===== src/rtl/output_port_allocator.sv =====
// Output-port allocator for one router output: round-robin grant across five inputs,
// packet hold until tail, downstream credit tracking and an idle watchdog.
module output_port_allocator #(
    parameter int CREDITS = 4,
    parameter int TIMEOUT = 255
) (
    input  logic        clk,
    input  logic        rst,
    input  logic [4:0]  req,
    input  logic [4:0]  in_valid,
    input  logic [14:0] flit_id,
    input  logic        credit_in,
    output logic [4:0]  grant,
    output logic [2:0]  sel,
    output logic        busy,
    output logic        xfer,
    output logic [3:0]  credits,
    output logic        timeout_err,
    output logic        state_dbg
);

    typedef enum logic {IDLE = 1'b0, ACTIVE = 1'b1} state_t;

    localparam logic [2:0] FLIT_TAIL = 3'b100;

    state_t      state_q, state_d;
    logic [4:0]  grant_q, grant_d;
    logic [2:0]  sel_q, sel_d;
    logic [2:0]  last_q, last_d;
    logic [11:0] wdog_q, wdog_d;
    logic [3:0]  credits_q, credits_d;
    logic        terr_q, terr_d;

    logic        cur_valid, cur_req;
    logic [2:0]  cur_flit;
    logic [2:0]  win_idx;
    logic        wd_exp, release_now;

    // Signals of the currently selected input.
    always_comb begin
        cur_valid = 1'b0;
        cur_req   = 1'b0;
        cur_flit  = '0;
        for (int i = 0; i < 5; i++) begin
            if (sel_q == 3'(i)) begin
                cur_valid = in_valid[i];
                cur_req   = req[i];
                cur_flit  = flit_id[3*i +: 3];
            end
        end
    end

    // Round-robin pick: first requester at or above last winner + 1, wrapping at 5.
    always_comb begin
        int  idx;
        logic found;
        idx     = 0;
        found   = 1'b0;
        win_idx = '0;
        for (int k = 0; k < 5; k++) begin
            idx = (int'(last_q) + 1 + k) % 5;
            if (!found && req[idx]) begin
                found   = 1'b1;
                win_idx = 3'(idx);
            end
        end
    end

    assign xfer        = (state_q == ACTIVE) && cur_valid && (credits_q != 4'd0);
    assign wd_exp      = (wdog_q == 12'(TIMEOUT));
    assign release_now = (state_q == ACTIVE) &&
                         ((xfer && cur_flit == FLIT_TAIL) || !cur_req || wd_exp);

    always_comb begin
        state_d = state_q;
        grant_d = grant_q;
        sel_d   = sel_q;
        last_d  = last_q;
        wdog_d  = wdog_q;
        terr_d  = 1'b0;
        case (state_q)
            IDLE: begin
                if (|req) begin
                    state_d = ACTIVE;
                    grant_d = 5'd1 << win_idx;
                    sel_d   = win_idx;
                    wdog_d  = '0;
                end
            end
            ACTIVE: begin
                if (release_now) begin
                    state_d = IDLE;
                    grant_d = '0;
                    sel_d   = '0;
                    last_d  = sel_q;
                    wdog_d  = '0;
                    terr_d  = wd_exp;
                end else if (xfer) begin
                    wdog_d = '0;
                end else begin
                    wdog_d = wdog_q + 12'd1;
                end
            end
            default: state_d = IDLE;
        endcase
    end

    // Extra credit returns beyond the buffer depth are dropped.
    always_comb begin
        credits_d = credits_q;
        if (xfer && !credit_in)
            credits_d = credits_q - 4'd1;
        else if (credit_in && !xfer && credits_q != 4'(CREDITS))
            credits_d = credits_q + 4'd1;
    end

    always_ff @(posedge clk) begin
        if (rst) begin
            state_q   <= IDLE;
            grant_q   <= '0;
            sel_q     <= '0;
            last_q    <= 3'd4;
            wdog_q    <= '0;
            credits_q <= 4'(CREDITS);
            terr_q    <= 1'b0;
        end else begin
            state_q   <= state_d;
            grant_q   <= grant_d;
            sel_q     <= sel_d;
            last_q    <= last_d;
            wdog_q    <= wdog_d;
            credits_q <= credits_d;
            terr_q    <= terr_d;
        end
    end

    assign grant       = grant_q;
    assign sel         = sel_q;
    assign busy        = (state_q == ACTIVE);
    assign credits     = credits_q;
    assign timeout_err = terr_q;
    assign state_dbg   = state_q;

endmodule


===== config.mk =====
export PLATFORM = sky130hd
export DESIGN_NAME = output_port_allocator
export DESIGN_NICKNAME = d
export VERILOG_FILES = /design/src/rtl/output_port_allocator.sv
export SDC_FILE = /design/constraint.sdc
export NUM_CORES = 1
export LEC_CHECK = 0
export BUFFER_PORTS_ARGS = -buffer_cell sky130_fd_sc_hd__clkbuf_2
export CELL_PAD_IN_SITES_DETAIL_PLACEMENT = 0
export CELL_PAD_IN_SITES_GLOBAL_PLACEMENT = 1
export CORE_MARGIN = 2
export CORE_UTILIZATION = 49
export DETAILED_ROUTE_END_ITERATION = 16
export HOLD_SLACK_MARGIN = 0.05
export PLACE_DENSITY = 0.88
export SLEW_MARGIN = 20
export SYNTH_ARGS = -nofsm -noshare
export SYNTH_HDL_FRONTEND = slang
export SYNTH_SLANG_ARGS = --single-unit

===== constraint.sdc =====
create_clock -name clk -period 14.75 [get_ports clk]
set_clock_uncertainty 0.2 [all_clocks]
set_input_delay 2.2125 -clock clk [delete_from_list [all_inputs] [get_ports clk]]
set_output_delay 2.2125 -clock clk [all_outputs]
set_load 0.01 [all_outputs]

**After elaboration in Yosys (flattened, before gate mapping)**

Cells that the tools add are included.

- Bits in registers: 29
- Bits in latches: 0
- Memory bits (writable): 0
- Memory bits (read-only): 0
- Input port bits: 28
- Output and inout port bits: 16
- Memories kept: 0

- Add/sub/neg operators: 8
- Multipliers: 0
- Divide/modulo/power cells: 5
- Order comparisons: 5
- Equality and inequality tests: 9
- Shifts and indexed selects: 1
- Multiplexer cells: 54
- Bitwise gates (word level): 2
- Reduce and logical (&&, ||, !) cells: 27

Operator list:

| operator | number |
|---|---|
| less-than comparator 32 x 5 -> 1 bit (second input constant) | 5 |
| modulo 32 x 4 -> 32 bit (second input constant) | 5 |
| adder 32 x 3 -> 32 bit (second input constant) | 2 |
| two-way mux 12 bit | 3 |
| two-way mux 3 bit | 12 |
| adder 32 x 2 -> 32 bit (second input constant) | 1 |
| two-way mux 1 bit | 26 |
| one-hot mux 12 bit (2 select lines) | 1 |
| binary-select mux 1 bit (select 3 bit) | 5 |
| adder 12 x 1 -> 12 bit (second input constant) | 1 |
| == test 12 x 8 -> 1 bit (second input constant) | 1 |
| logical AND 1 bit | 11 |
| two-way mux 5 bit | 2 |
| one-hot mux 5 bit (2 select lines) | 1 |
| two-way mux 4 bit | 2 |
| logical NOT 1 bit | 7 |
| == test 3 x 2 -> 1 bit (second input constant) | 2 |
| == test 3 bit (second input constant) | 2 |
| one-hot mux 3 bit (2 select lines) | 1 |
| adder 4 x 3 -> 5 bit (second input constant) | 1 |
| OR reduction 5 bit | 1 |
| << shifter 1 x 3 -> 5 bit (first input constant) | 1 |
| adder 3 x 1 -> 4 bit (second input constant) | 1 |
| adder 4 x 1 -> 4 bit (second input constant) | 1 |
| 13 further kinds | 16 |

**Longest topological paths before layout**

- Depth in word-level cells: 21
- Mapped depth: 31
- Depth with buffers taken out: 27

**Least setup slack after synthesis**

Ideal clock, no wire load.

- Path type: reg2reg
- Start: reg last_q[0]
- End: reg grant_q[0] (netlist: grant[0])
- Data arrival time: 7.240 ns
- Data required time: 14.449 ns
- Setup slack: 7.209 ns
- Cell stages (with the launch flop): 31
- Path buffers: 4
- Path through: dfxtp_1 inv_2 clkbuf_1 ha_1 clkbuf_1 buf_1 inv_1 ha_1 nor3_1 a31oi_4 inv_2 ha_1 clkbuf_1 a21o_1 nor2_1 xnor2_1 ha_1 or2_0 or4_1 a31oi_4 xnor2_2 ha_1 or2_2 o32a_1 and2_1 o221a_2 o21a_1 o21ai_1 a211oi_1 or3_1 o41ai_1

- Cells in the longest elaborated chain, start to end: 21

RTL lines:

| item | RTL line | text |
|---|---|---|
| start: declaration | 29 | `logic [2:0] last_q, last_d;` |
| start signal: assignment | 130 | `last_q <= last_d;` |
| adder 3 x 1 -> 4 bit * | 61 | `idx = (int'(last_q) + 1 + k) % 5;` |
| parallel branches: the longest is 16 deep, another holds adder 32 x 2 -> 32 bit | -- |  |
| two-way mux 3 bit * | 62 | `if (!found && req[idx]) begin` |
| << shifter 1 x 3 -> 5 bit * | 85 | `grant_d = 5'd1 << win_idx;` |
| two-way mux 5 bit * | 83 | `if (\|req) begin` |
| one-hot mux 5 bit (2 select lines) * | 81 | `case (state_q)` |
| end signal: assignment | 128 | `grant_q <= grant_d;` |
| end: declaration | 27 | `logic [4:0] grant_q, grant_d;` |

Every way passes the cells marked *. The select of a mux whose other input is x is not followed.
A chain may end at the register's enable or synchronous reset.

**Final worst setup path**

- Start: reg last_q[1]
- End: reg grant_q[2] (netlist: grant[2])

Same word-level chain as after synthesis.

==> impl_results.md <==
- Pint: 0.000332 W
- Post_cts resized: 0
- DIE AREA: 10300 um^2
- Share of total power in combinational logic: 72.7%
- Routability Congestion: 0.944
- DRT Pass-1 Iters: 4
- Total Routed Length: 12600 um
- Total GRT Usage: 25.0%
- IO Count: 44
- Root Buffer: clkbuf_8
- Setup ws final: 7.19 ns
- Post-layout util: 54.2%
- Starting Density: 50.5%
- Row count: 35
- Top post-synthesis cells by area: dfxtp_1, ha_1, mux2i_1, a21oi_1, xnor2_1
- First-pass GRT wire length: 21200 um
- Fin crit share: 51.2%
- DRC viols: 0
- Synth top area share: 12.4%
- Startpoint Class: register
- Net count reported at finish: 710
- Antenna-violating nets left: 0
- Synth Area per Inst: 7.56 um^2
- Crit Path Class: register to register
- Initial antenna violation count: 0
- Distinct cell type count after synthesis: 88
- WL/cell: 16.4 um
- Main flop type after synthesis: dfxtp_1
- Yosys warns: 0
- RSZ-0062 raised after global routing: no
- Clk sink count: 29
- Worst Path Required: 14.74 ns
- Post-DP HPWL: 9320 um
- Area delta synth->final: 7.40%
- Vias: 4766
- Max clock buf depth: 2
- Synthesized area: 4670 um^2
- GRT overflow: 0
- Dpl ws: 7.30 ns
- Max Fanout on Critical Path: 20
- ANT cells: 0
- Vias in the first global route: 4426
- Share of cells above drive strength 1: 15.7%
- Die Y: 102 um
- Post-synthesis sequential area ratio: 12.4%
- Starting DRT DRC Count: 222
- Syn nets: 690
- Sw Share: 50.8%
- FFs w/ async S/R, synth: 0%
- Core area: 9240 um^2
- Setup TNS: 0 ns
- Max-slew headroom: 52.9%
- Slew @ Worst Pin: 0.705 ns
- Vias/cell: 6.21
- Reg power frac: 17.4%
- Crit path time final: 7.56 ns
- Hold WC Path Type: register to register
- CP arrival: 7.54 ns
- Pins over their slew limit: 0
- Final hold violations: 0
- NetSw: 0.000342 W
- Clock transition at the registers of the reported paths: 0.07 ns
- Clock power frac: 10.0%
- CP endpoint kind: register
- # H-tree levels: 2
- Port buffer count: 43
- Max-cap violations: 0
- Largest net degree at the start of global routing: 39
- Setup Buffers After CTS: 0
- CTS Buf Count: 5
- VDD IR max: 50.7 uV
- P_leak: 2.05 nW
- Die X: 102 um
- Total power: 0.000674 W
- Pwr per Cell Area: 135 nW/um^2
- CTS tree: yes
- Final setup fails: 0
- Skew-Pair Late Insertion Delay: 0.30 ns
- Hold_buf cts: 0
- EDFF count, synth: 0
- Fmax: 132 MHz
- Yosys top cell by area: dfxtp_1
- Post-synthesis register bit count: 29
- Mapped Cells: 617
- Outcome: finished, final reports clean
[per-layer routing]
metal  GRT usage [%]  wire length (um)  share of wire (%)
met4            7.80               246                2.0
met3            3.17               498                4.0
met2            43.4              6180                 49
met5               0                 0                  0
met1            32.1              5660                 45
[power by group through the flow]
| stage | combinational [W] | sequential [W] | clock, W |
|---|---|---|---|
| 3_5_place_dp | 0.000483 | 0.000118 | 0 |
| 6_report | 0.000490 | 0.000117 | 0.0000673 |
| 4_1_cts | 0.000486 | 0.000116 | 0.0000678 |
| 5_1_grt | 0.000546 | 0.000120 | 0.0000709 |
| 3_3_place_gp | 0.000475 | 0.000117 | 0 |
| 2_1_floorplan | 0.000387 | 0.000112 | 0 |
[kinds of logic after synthesis]
family	after synthesis	synth area share, %
buf+inv	63	5.50
flops	29	12.4
compound gates	180	27.8
fa+ha+maj	45	12.2
mux	41	9.87
xor+xnor	26	5.20
simple gates	233	27.0
[area by class of cell]
| class | instances | area [um^2] |
|---|---|---|
| clock buffers | 5 | 68.8 |
| clock inverters | 3 | 17.5 |
| fillers | 907 | 4230 |
| inverters | 29 | 109 |
| multi-input cells | 525 | 3830 |
| flip-flops and latches | 29 | 581 |
| well taps | 129 | 161 |
| repair buffers | 47 | 245 |
[worst paths after layout]
path	cells after the start	slack [ns]	start	to
setup reg to reg	26	7.19	last_q[1]$_SDFFE_PP0P_	grant[2]$_SDFFE_PP0P_
hold reg to reg	2	0.27	grant[4]$_SDFFE_PP0P_	grant[4]$_SDFFE_PP0P_
hold / removal	2	0.27	grant[4]$_SDFFE_PP0P_	grant[4]$_SDFFE_PP0P_
setup / recovery	26	7.19	last_q[1]$_SDFFE_PP0P_	grant[2]$_SDFFE_PP0P_
[stage by stage]
stage	hold WS (ns)	cell area, um^2	std cells
after floorplan	0.253	4670	617
after global placement	0.252	4920	759
after detailed placement	0.258	4920	759
after CTS	0.267	5010	767
after global routing	0.310	5010	767
final	0.268	5010	767
[flip-flops by register name, indices dropped and copies added (netlist names)]
signal       count
timeout_err      1
credits          4
busy             1
grant            5
last_q           3
wdog_q          12
sel              3
[critical path: stages, from the launching register on]
cell	delay [ns]
dfxtp_1	0.75
ha_1	0.35
xor2_2	0.28
buf_4	0.34
ha_1	0.33
a21bo_2	0.29
a31oi_4	0.25
inv_2	0.10
ha_1	0.34
a21o_1	0.25
nor2_1	0.13
xnor2_1	0.11
ha_1	0.26
or2_0	0.30
or4_1	0.50
a31oi_4	0.28
xnor2_2	0.12
ha_1	0.25
or2_2	0.28
o32a_1	0.21
and2_1	0.15
o221a_2	0.27
o21a_1	0.13
o21ai_1	0.13
a211oi_1	0.10
or3_1	0.36
o41ai_1	0.38
[cell usage in the layout (no fill, tap or decap), types with 11 or more instances in the layout]
master     n
nand2_1   48
nor2_1    42
a21oi_1   38
inv_1     24
o21ai_0   31
nor3_1    18
nor2b_1   15
xnor2_1   21
and3_1    14
o211ai_1  11
mux2i_1   28
clkbuf_2  43
dfxtp_1   29
ha_1      44
nand3_1   20
[cell usage after synthesis (10+ instances only)]
master and n:
a211oi_1 10, a21oi_1 38, and3_1 14, clkbuf_1 20, dfxtp_1 29, ha_1 44, inv_1 24, mux2i_1 28
nand2_1 48, nand3_1 20, nor2_1 42, nor2b_1 15, nor3_1 18, o211ai_1 11, o21ai_0 31, xnor2_1 21
No activity file was read; power rests on OpenSTA's default activity.
